### src/rtl/seg7_pkg.sv
// rtl/seg7_pkg.sv - shared segment patterns for the seven-segment scan display
package seg7_pkg;

  // Active-low {g,f,e,d,c,b,a} patterns for hex digits 0..F
  localparam logic [6:0] SEG_TABLE [16] = '{
    7'b1000000, // 0
    7'b1111001, // 1
    7'b0100100, // 2
    7'b0110000, // 3
    7'b0011001, // 4
    7'b0010010, // 5
    7'b0000010, // 6
    7'b1111000, // 7
    7'b0000000, // 8
    7'b0010000, // 9
    7'b0001000, // A
    7'b0000011, // b
    7'b1000110, // C
    7'b0100001, // d
    7'b0000110, // E
    7'b0001110  // F
  };

  // All segments off (active-low)
  localparam logic [6:0] SEG_BLANK = 7'b1111111;

endpackage

### src/rtl/seg7_hex_decoder.sv
// rtl/seg7_hex_decoder.sv - hex nibble to active-low seven-segment pattern
module seg7_hex_decoder (
  input  logic [3:0] nibble_i,
  output logic [6:0] seg_o
);
  import seg7_pkg::*;

  // Pure table lookup
  always_comb begin
    seg_o = SEG_TABLE[nibble_i];
  end

endmodule

### src/rtl/seg7_scan_display.sv
// rtl/seg7_scan_display.sv - multiplexed hex display with PWM dimming, blink and leading-zero blanking
module seg7_scan_display #(
  parameter int NUM_DIGITS   = 8,
  parameter int SUB_DIV      = 6250,
  parameter int BLINK_FRAMES = 256
) (
  input  logic                    clk,
  input  logic                    rst_n,
  input  logic                    load,
  input  logic [4*NUM_DIGITS-1:0] value,
  input  logic [NUM_DIGITS-1:0]   dp_in,
  input  logic [NUM_DIGITS-1:0]   blink_mask,
  input  logic                    blank_lz,
  input  logic [3:0]              brightness,
  output logic [NUM_DIGITS-1:0]   en_out,
  output logic [6:0]              out7,
  output logic                    dp_out
);
  import seg7_pkg::*;

  localparam int PW = (SUB_DIV > 1) ? $clog2(SUB_DIV) : 1;
  localparam int DW = $clog2(NUM_DIGITS);
  localparam int BW = (BLINK_FRAMES > 1) ? $clog2(BLINK_FRAMES) : 1;
  localparam logic [PW-1:0] PRESC_LAST = PW'(SUB_DIV - 1);
  localparam logic [DW-1:0] DIGIT_LAST = DW'(NUM_DIGITS - 1);
  localparam logic [BW-1:0] BLINK_LAST = BW'(BLINK_FRAMES - 1);

  logic [PW-1:0] presc_q, presc_d;
  logic [3:0]    phase_q, phase_d;
  logic [DW-1:0] digit_q, digit_d;
  logic [BW-1:0] blink_cnt_q, blink_cnt_d;
  logic          blink_off_q, blink_off_d;

  logic [NUM_DIGITS-1:0][3:0] sh_val_q, sh_val_d, disp_val_q, disp_val_d;
  logic [NUM_DIGITS-1:0]      sh_dp_q, sh_dp_d, disp_dp_q, disp_dp_d;
  logic [NUM_DIGITS-1:0]      sh_mask_q, sh_mask_d, disp_mask_q, disp_mask_d;

  logic [NUM_DIGITS-1:0] en_out_q, en_out_d;
  logic [6:0]            out7_q, out7_d;
  logic                  dp_out_q, dp_out_d;

  logic       sub_tick, slot_end, frame_end;
  logic       upper_zero, suppress, blinked, lit;
  logic [3:0] cur_nibble;
  logic [6:0] cur_seg;

  // Scan counters, blink phase and shadow/display transfer
  always_comb begin
    sub_tick  = (presc_q == PRESC_LAST);
    slot_end  = sub_tick && (phase_q == 4'hF);
    frame_end = slot_end && (digit_q == DIGIT_LAST);

    presc_d = sub_tick ? '0 : presc_q + PW'(1);
    phase_d = sub_tick ? phase_q + 4'd1 : phase_q;
    digit_d = digit_q;
    if (slot_end) digit_d = (digit_q == DIGIT_LAST) ? '0 : digit_q + DW'(1);

    blink_cnt_d = blink_cnt_q;
    blink_off_d = blink_off_q;
    if (frame_end) begin
      if (blink_cnt_q == BLINK_LAST) begin
        blink_cnt_d = '0;
        blink_off_d = ~blink_off_q;
      end else begin
        blink_cnt_d = blink_cnt_q + BW'(1);
      end
    end

    // A load on the boundary cycle feeds straight through to the display
    sh_val_d  = load ? value      : sh_val_q;
    sh_dp_d   = load ? dp_in      : sh_dp_q;
    sh_mask_d = load ? blink_mask : sh_mask_q;
    disp_val_d  = frame_end ? sh_val_d  : disp_val_q;
    disp_dp_d   = frame_end ? sh_dp_d   : disp_dp_q;
    disp_mask_d = frame_end ? sh_mask_d : disp_mask_q;
  end

  // Counter and register state
  always_ff @(posedge clk or negedge rst_n) begin
    if (!rst_n) begin
      presc_q     <= '0;
      phase_q     <= '0;
      digit_q     <= '0;
      blink_cnt_q <= '0;
      blink_off_q <= 1'b0;
      sh_val_q    <= '0;
      sh_dp_q     <= '0;
      sh_mask_q   <= '0;
      disp_val_q  <= '0;
      disp_dp_q   <= '0;
      disp_mask_q <= '0;
    end else begin
      presc_q     <= presc_d;
      phase_q     <= phase_d;
      digit_q     <= digit_d;
      blink_cnt_q <= blink_cnt_d;
      blink_off_q <= blink_off_d;
      sh_val_q    <= sh_val_d;
      sh_dp_q     <= sh_dp_d;
      sh_mask_q   <= sh_mask_d;
      disp_val_q  <= disp_val_d;
      disp_dp_q   <= disp_dp_d;
      disp_mask_q <= disp_mask_d;
    end
  end

  assign cur_nibble = disp_val_q[digit_q];

  seg7_hex_decoder u_dec (
    .nibble_i (cur_nibble),
    .seg_o    (cur_seg)
  );

  // Decide whether the selected digit is lit and build the next outputs
  always_comb begin
    upper_zero = 1'b1;
    for (int i = 0; i < NUM_DIGITS; i++) begin
      if (i >= int'(digit_q) && disp_val_q[i] != 4'h0) upper_zero = 1'b0;
    end
    suppress = blank_lz && (digit_q != '0) && upper_zero && !disp_dp_q[digit_q];
    blinked  = blink_off_q && disp_mask_q[digit_q];
    // Phase 0 stays dark so the anode switch never overlaps segment changes
    lit      = (phase_q != 4'h0) && (phase_q <= brightness) && !blinked && !suppress;

    en_out_d = '1;
    out7_d   = SEG_BLANK;
    dp_out_d = 1'b1;
    if (lit) begin
      en_out_d[digit_q] = 1'b0;
      out7_d            = cur_seg;
      dp_out_d          = ~disp_dp_q[digit_q];
    end
  end

  // Registered outputs, forced dark while in reset
  always_ff @(posedge clk or negedge rst_n) begin
    if (!rst_n) begin
      en_out_q <= '1;
      out7_q   <= SEG_BLANK;
      dp_out_q <= 1'b1;
    end else begin
      en_out_q <= en_out_d;
      out7_q   <= out7_d;
      dp_out_q <= dp_out_d;
    end
  end

  assign en_out = en_out_q;
  assign out7   = out7_q;
  assign dp_out = dp_out_q;

endmodule

### config.mk
export PLATFORM = sky130hd
export DESIGN_NAME = seg7_scan_display
export DESIGN_NICKNAME = d
export VERILOG_FILES = /design/src/rtl/seg7_pkg.sv /design/src/rtl/seg7_hex_decoder.sv /design/src/rtl/seg7_scan_display.sv
export SDC_FILE = /design/constraint.sdc
export NUM_CORES = 1
export LEC_CHECK = 0
export BUFFER_PORTS_ARGS = -buffer_cell sky130_fd_sc_hd__buf_2
export CORE_MARGIN = 2
export CORE_UTILIZATION = 58
export CTS_CLUSTER_DIAMETER = 80
export DETAILED_ROUTE_END_ITERATION = 8
export GPL_ROUTABILITY_DRIVEN = 0
export GPL_TIMING_DRIVEN = 0
export PLACE_DENSITY = 0.79
export SYNTH_ARGS = -nofsm -noshare
export SYNTH_HDL_FRONTEND = slang
export SYNTH_HIERARCHICAL = 1
export SYNTH_SLANG_ARGS = --single-unit
### constraint.sdc
create_clock -name clk -period 6 [get_ports clk]
set_input_delay 0.6 -clock clk [delete_from_list [all_inputs] [get_ports clk]]
set_output_delay 0.6 -clock clk [all_outputs]
set_load 0.05 [all_outputs]
* Word level (Yosys, flattened, before mapping)
Memory sizes are Yosys's and may differ from the RTL's.
Index checks and enable logic that the tools add are counted.
** Word-level totals
- Flip-flop bits (word level) :: 141
- Latch bits :: 0
- Bits in writable memories :: 0
- Bits in read-only memories :: 112
- Logic and storage cells :: 110
- Memories kept :: 1
** Cells by class
- Add/sub/neg operators :: 4
- $mul :: 0
- Div/mod/pow operators :: 0
- Magnitude comparators :: 11
- Equal/unequal tests :: 4
- Shift operators :: 0
- Multiplexer cells :: 27
- Bitwise gates (word level) :: 4
- Reduce and logical (&&, ||, !) cells :: 31
** Memory list
- (name not given) :: words 16, width 7, read ports 1, clocked after memory_dff 0, write ports 0, line seg7_hex_decoder.sv:10 : seg_o = SEG_TABLE[nibble_i];
** Operators with widths (number)
- 4-bit nonzero test :: 9
- 32-bit 2-to-1 mux :: 1
- 8-bit 2-to-1 mux :: 4
- 7-bit 2-to-1 mux :: 3
- 1-bit logical AND :: 17
- 13-bit by 1-bit adder with 13-bit output (second input constant) :: 1
- 13-bit equality test (second input constant) :: 1
- 13-bit 2-to-1 mux :: 1
- 4-bit binary-select mux with 3-bit select :: 1
- 1-bit 2-to-1 mux :: 12
- 3-bit greater-or-equal comparator (first input constant) :: 3
- 8-bit by 1-bit adder with 8-bit output (second input constant) :: 1
- 8-bit equality test (second input constant) :: 1
- 8-bit NOT :: 1
- 1-bit binary-select mux with 3-bit select :: 2
- 1-bit by 3-bit greater-or-equal comparator with 1-bit output (first input constant) :: 2
- 2-bit by 3-bit greater-or-equal comparator with 1-bit output (first input constant) :: 2
- 5-bit greater-or-equal comparator (second input constant) :: 1
- 4-bit NOT with 5-bit output :: 1
- 4-bit by 1-bit adder with 4-bit output (second input constant) :: 1
- 4-bit equality test (second input constant) :: 1
- 4-bit <= comparator :: 1
- 3-bit by 4-bit less-than comparator with 1-bit output (second input constant) :: 1
- 4-bit 2-to-1 mux :: 1
- 9 further kinds :: 12

* Logic depth before layout (Yosys ltp)
- Depth in word-level cells :: 15
- Depth in mapped cells :: 12
- Gate-level depth less buffers :: 9

* By module
Netlist, hierarchy kept.
** Modules (own cells, without submodules)
- seg7_scan_display :: times used 1, cells an instance 451, area an instance 6178.4 sq um, sequential area each 3548.4 sq um
- seg7_hex_decoder :: times used 1, cells an instance 35, area an instance 247.7 sq um, sequential area each 0.0 sq um

* Worst setup path before layout
Ideal clock, no wire load.
- Kind :: reg-to-reg
- Start :: register digit_q[0]
- End :: register out7_q[3] (netlist: out7[3])
- Setup time :: 94 ps
- Data arrival time :: 2942 ps
- Data required time :: 5906 ps
- Slack :: 2964 ps
- Cell stages (with the launch flop) :: 10
- Path buffers :: 2
- Cells stage by stage :: dfrtp_1 -> buf_2 -> buf_1 -> mux4_2 -> mux2_2 -> ha_1 -> or2_2 -> a21oi_1 -> a31oi_1 -> or4_1
** RTL lines
- from (decl) :: line seg7_scan_display.sv:30 : logic [DW-1:0] digit_q, digit_d;
- from (signal assigned) :: line seg7_scan_display.sv:95 : digit_q <= digit_d;
- 4-bit binary-select mux with 3-bit select :: line seg7_scan_display.sv:107 : assign cur_nibble = disp_val_q[digit_q];
- 4-bit 2-to-1 mux (implied by the code) :: line seg7_scan_display.sv:107
- via cur_nibble[0] :: line seg7_scan_display.sv:44 : logic [3:0] cur_nibble;
- 4-bit NOT with 5-bit output (implied by the code) :: line seg7_hex_decoder.sv:10
- memory read 16 x 7 bit
- 7-bit 2-to-1 mux (implied by the code) (2 in series) :: line seg7_hex_decoder.sv:10
- via cur_seg[3] :: line seg7_scan_display.sv:45 : logic [6:0] cur_seg;
- 7-bit 2-to-1 mux :: line seg7_scan_display.sv:128 : if (lit) begin
- via out7_d[3] :: line seg7_scan_display.sv:39 : logic [6:0] out7_q, out7_d;
- to (signal assigned) :: line seg7_scan_display.sv:143 : out7_q <= out7_d;
- to (decl) :: line seg7_scan_display.sv:39
The timed path passes the listed nets, and every way through them passes these cells. The select of a mux whose other input is x is not followed.
A chain may end at the register's enable or synchronous reset.

* Worst setup path after layout
- Start :: register digit_q[1]
- End :: register en_out_q[1] (netlist: en_out[1])
** Between the ends
- Word-level cells in the longest chain between the ends :: 15
** Ends and longest elaborated chain
- 1-bit by 3-bit greater-or-equal comparator with 1-bit output :: line seg7_scan_display.sv:118 : if (i >= int'(digit_q) && disp_val_q[i] != 4'h0) upper_zero = 1'b0;
- 1-bit logical AND :: line seg7_scan_display.sv:118
- 1-bit 2-to-1 mux (8 in series) :: line seg7_scan_display.sv:118
- 1-bit logical AND (2 in series) :: line seg7_scan_display.sv:120 : suppress = blank_lz && (digit_q != '0) && upper_zero && !disp_dp_q[digit_q];
- 1-bit zero test :: line seg7_scan_display.sv:123 : lit = (phase_q != 4'h0) && (phase_q <= brightness) && !blinked && !suppress;
- 1-bit logical AND :: line seg7_scan_display.sv:123
- 8-bit 2-to-1 mux (*) :: line seg7_scan_display.sv:128
- via en_out_d[1] :: line seg7_scan_display.sv:38 : logic [NUM_DIGITS-1:0] en_out_q, en_out_d;
- to (signal assigned) :: line seg7_scan_display.sv:142 : en_out_q <= en_out_d;
- to (decl) :: line seg7_scan_display.sv:38
Mark *: on every way through the listed nets, which the timed path passes. The rest lies on a longest branch. The select of a mux whose other input is x is not followed.

==> results.rst <==
.. list-table::
   :header-rows: 1

   * - Metric
     - Value
   * - Core Area
     - 0.0108 mm2
   * - Number of slew-limit violations in the final report
     - 0
   * - Total via count in the routed design
     - 4,228
   * - Total number of nets in the final design
     - 652
   * - Maximum Capacitance Violations
     - 0
   * - Antenna violations before repair
     - 0
   * - Worst IR drop on VDD
     - 0.000198 V
   * - P_int
     - 1.66 mW
   * - First-pass GRT wire length
     - 21.5 mm
   * - CP Max Fanout
     - 10
   * - Outcome
     - finished, final reports clean
   * - Vias in the first global route
     - 4,228
   * - Share of total power in sequential cells
     - 47.4%
   * - Clock transition time at the flip-flop clock pins of the worst setup and hold paths
     - 0.06 ns
   * - Setup Viol. Count Final
     - 0
   * - Post-CTS sizing
     - 0
   * - Headroom to the max-slew limit
     - 49.7%
   * - Hold slack
     - 0.0524 ns
   * - Clock insertion delay at the later pin of the skew report
     - 0.53 ns
   * - Net count after synthesis
     - 562
   * - Share of the yosys chip area belonging to registers
     - 55.2%
   * - Maximum clock frequency
     - 0.291 GHz
   * - Cell type with the highest aggregate area in the netlist
     - sky130_fd_sc_hd__dfrtp_1
   * - Iteration-0 DRC Markers
     - 324
   * - Clock tree sinks
     - 141
   * - Endpoint arrival time on the critical path
     - 3.90 ns
   * - Area of the mapped netlist
     - 0.00643 mm2
   * - Clock group share of total power
     - 48.1%
   * - Detailed Route WL
     - 13.0 mm
   * - Quantity of I/O buffers inserted on ports
     - 70
   * - Area contributors post-synth
     - sky130_fd_sc_hd__dfrtp_1 49%, sky130_fd_sc_hd__mux2_2 10%, sky130_fd_sc_hd__mux2_1 7.7%
   * - Number of nets with antenna violations after routing
     - 0
   * - Number of design rule violations left after detail routing
     - 0
   * - Count of hold-fix buffers inserted at cts
     - 0
   * - Fin Clk Skew
     - 0.00958 ns
   * - Ant. Diodes
     - 0
   * - Final HPWL from detailed placement
     - 9.18 mm
   * - LEAKAGE
     - 3.52 nW
   * - Post-Synthesis Mean Instance Area
     - 13.2 um2
   * - GRT Resource Usage Total
     - 24.3%
   * - Non-filler cells, final
     - 729
   * - Number of flops mapped to enable cells by yosys
     - 0
   * - Setup CP Type
     - reg -> reg
   * - Site row count
     - 38
   * - Deepest level of the CTS H-tree
     - 4
   * - I/O pin total
     - 72
   * - Sw Ratio
     - 20.7%
   * - Final hold violation count
     - 0
   * - Required time at the endpoint of the critical path
     - 6.46 ns
   * - Clock buffer depth
     - 2
   * - Average wire length per cell after detail routing
     - 17.8 um
   * - Cell total after placement
     - 697
   * - Nature of the critical path startpoint
     - flip-flop
   * - Leading cell type in the layout, fill and taps excluded
     - sky130_fd_sc_hd__dfrtp_1
   * - FFs w/ async S/R, synth
     - 100%
   * - Total global routing overflow
     - 0
   * - Power density over cell area
     - 277 mW/mm2
   * - CTS tree
     - done
   * - Synth Register Bits
     - 141
   * - Length of the first detailed-routing pass in iterations
     - 6
   * - CP Capture Type
     - flip-flop
   * - Minimum clock period
     - 3.44 ns
   * - Comb power frac
     - 4.6%
   * - Final worst slack
     - 2.56 ns
   * - Transition time at the pin with the least slew margin
     - 0.754 ns
   * - Growth of design area from synthesis to finish
     - 17.8%
   * - Master cell of the clock root buffer
     - sky130_fd_sc_hd__clkbuf_8
   * - Number of instances in the synthesized netlist
     - 486
   * - Sum Neg Setup Slack
     - 0 ns
   * - Top-area cell type share of the netlist area
     - 48.7%
   * - Period utilisation layout
     - 57.3%
   * - Total of warnings raised by yosys
     - 6
   * - Setup slack after placement
     - 2.65 ns
   * - Starting density of the core
     - 59.3%
   * - Number of buffers inserted during clock tree synthesis
     - 17
   * - Most frequent cells in the layout
     - 125 x sky130_fd_sc_hd__dfrtp_1, 72 x sky130_fd_sc_hd__buf_2, 58 x sky130_fd_sc_hd__mux2_2, 44 x sky130_fd_sc_hd__mux2_1, 28 x sky130_fd_sc_hd__nand2_1
   * - Final core utilization
     - 69.8%
   * - Most used flip-flop cell after synthesis
     - sky130_fd_sc_hd__dfrtp_1
   * - Hold crit path type
     - in -> async
   * - Pin count of the biggest net entering global routing
     - 79
   * - Count of distinct cell types in the synthesized netlist
     - 56
   * - Fraction of final layout cells with drive strength greater than 1
     - 32.8%
   * - Die Width
     - 109 um
   * - Net load switching power
     - 433 uW
   * - RSZ-0062 raised after global routing
     - no
   * - Post-CTS setup buffers
     - 0
   * - Via density per instance
     - 5.80
   * - Height of the die
     - 109 um
   * - Die outline area
     - 0.0119 mm2
==> synth_stat cells, types with 2 or more instances <==
cell type,count
sky130_fd_sc_hd__o21ai_1,3
sky130_fd_sc_hd__buf_2,3
sky130_fd_sc_hd__buf_6,2
sky130_fd_sc_hd__or4b_1,2
sky130_fd_sc_hd__o31ai_1,2
sky130_fd_sc_hd__nand4_1,8
sky130_fd_sc_hd__o22ai_1,2
sky130_fd_sc_hd__and3_1,3
sky130_fd_sc_hd__nor2b_1,3
sky130_fd_sc_hd__mux2_1,44
sky130_fd_sc_hd__or4_1,10
sky130_fd_sc_hd__a2111oi_0,2
sky130_fd_sc_hd__and4_1,3
sky130_fd_sc_hd__and2_1,2
sky130_fd_sc_hd__xnor2_1,12
sky130_fd_sc_hd__dfrtp_1,125
sky130_fd_sc_hd__clkbuf_1,13
sky130_fd_sc_hd__nor4_1,4
sky130_fd_sc_hd__o21a_1,2
sky130_fd_sc_hd__buf_1,2
sky130_fd_sc_hd__o41ai_1,3
sky130_fd_sc_hd__ha_1,20
sky130_fd_sc_hd__mux2_2,58
sky130_fd_sc_hd__or3_1,6
sky130_fd_sc_hd__buf_4,5
sky130_fd_sc_hd__a21oi_1,4
sky130_fd_sc_hd__a22oi_1,2
sky130_fd_sc_hd__nand2b_1,2
sky130_fd_sc_hd__nand3_1,12
sky130_fd_sc_hd__xor2_1,6
sky130_fd_sc_hd__dfstp_2,16
sky130_fd_sc_hd__nor2_1,19
sky130_fd_sc_hd__nand2_1,28
sky130_fd_sc_hd__mux4_2,8
sky130_fd_sc_hd__o211ai_1,2
sky130_fd_sc_hd__mux2i_1,5
sky130_fd_sc_hd__o21ai_0,11
sky130_fd_sc_hd__inv_1,14
==> flip-flops by register name (all words and copies together), names as in the netlist, 8 cells and up <==
signal	cells
blink_cnt_q	8
disp_dp_q	8
disp_mask_q	8
disp_val_q	32
en_out	8
presc_q	13
sh_dp_q	8
sh_mask_q	8
sh_val_q	32
==> critical path, cell delays in order (launching register included) <==
cell,delay [ns]
sky130_fd_sc_hd__dfrtp_1,0.37
sky130_fd_sc_hd__clkbuf_1,0.49
sky130_fd_sc_hd__clkbuf_1,0.44
sky130_fd_sc_hd__inv_1,0.25
sky130_fd_sc_hd__ha_1,0.28
sky130_fd_sc_hd__nor2b_1,0.13
sky130_fd_sc_hd__a2111oi_0,0.43
sky130_fd_sc_hd__o2111ai_1,0.34
sky130_fd_sc_hd__o21ba_1,0.34
sky130_fd_sc_hd__buf_2,0.17
sky130_fd_sc_hd__or3_1,0.14
==> power by group through the flow <==
stage / Sequential (mW) / Clock, mW / Combinational [mW]
CTS: 0.992 / 1.02 / 0.0985
global route: 0.994 / 1.07 / 0.108
floorplan: 1.01 / 0 / 0.0471
detailed placement: 1.01 / 0 / 0.0973
finish: 0.992 / 1.01 / 0.0957
global placement: 1.01 / 0 / 0.0905
==> final timing paths <==
| check | start | endpoint | slack, ns | cells past startpoint |
|---|---|---|---|---|
| max | digit_q[1] | en_out[1] | 2.56 | 10 |
| min | rst_n | sh_val_q[22] | 0.05 | 1 |
| max reg2reg | digit_q[1] | en_out[1] | 2.56 | 10 |
| min reg2reg | blink_cnt_q[7] | blink_cnt_q[7] | 0.49 | 1 |
| max in group asynchronous | rst_n | out7[1] | 5.16 | 2 |
| min in group clk | dp_in[4] | sh_dp_q[4] | 0.32 | 2 |
==> kinds of logic (layout without fill, tap and decap cells) <==
kind of cell / after synthesis / in the layout / share of synthesized area, %
compound gates: 44 / 44 / 4.65
xor+xnor: 18 / 18 / 2.45
fa+ha+maj: 20 / 20 / 3.89
buf+inv: 39 / 142 / 2.86
flops: 141 / 141 / 55.2
mux: 115 / 115 / 21.5
simple gates: 109 / 109 / 9.46
==> area by class of cell <==
| class | instances | area, um2 |
|---|---|---|
| clock inverters | 3 | 18.8 |
| clock buffers | 29 | 564 |
| multi-input cells | 306 | 2690 |
| well taps | 140 | 175 |
| flip-flops and latches | 141 | 3550 |
| fillers | 732 | 3270 |
| inverters | 14 | 52.6 |
| repair buffers | 71 | 384 |
| plain buffers | 25 | 131 |
==> layer usage <==
layer / global-route usage [%] / routed length, um / vias up
li1: - / - / 1933
met1: 31.2 / 5440 / 2148
met2: 40.1 / 6550 / 130
met3: 6.63 / 804 / 17
met4: 8.05 / 198 / 0
met5: 0 / 0 / -
==> through the flow <==
stage | power [mW] | area, um2
2_1_floorplan | 1.05 | 6430
3_3_place_gp | 1.10 | 6950
3_5_place_dp | 1.11 | 6990
4_1_cts | 2.11 | 7570
5_1_grt | 2.18 | 7570
6_report | 2.09 | 7570
Power figures use the tool's default switching activity.
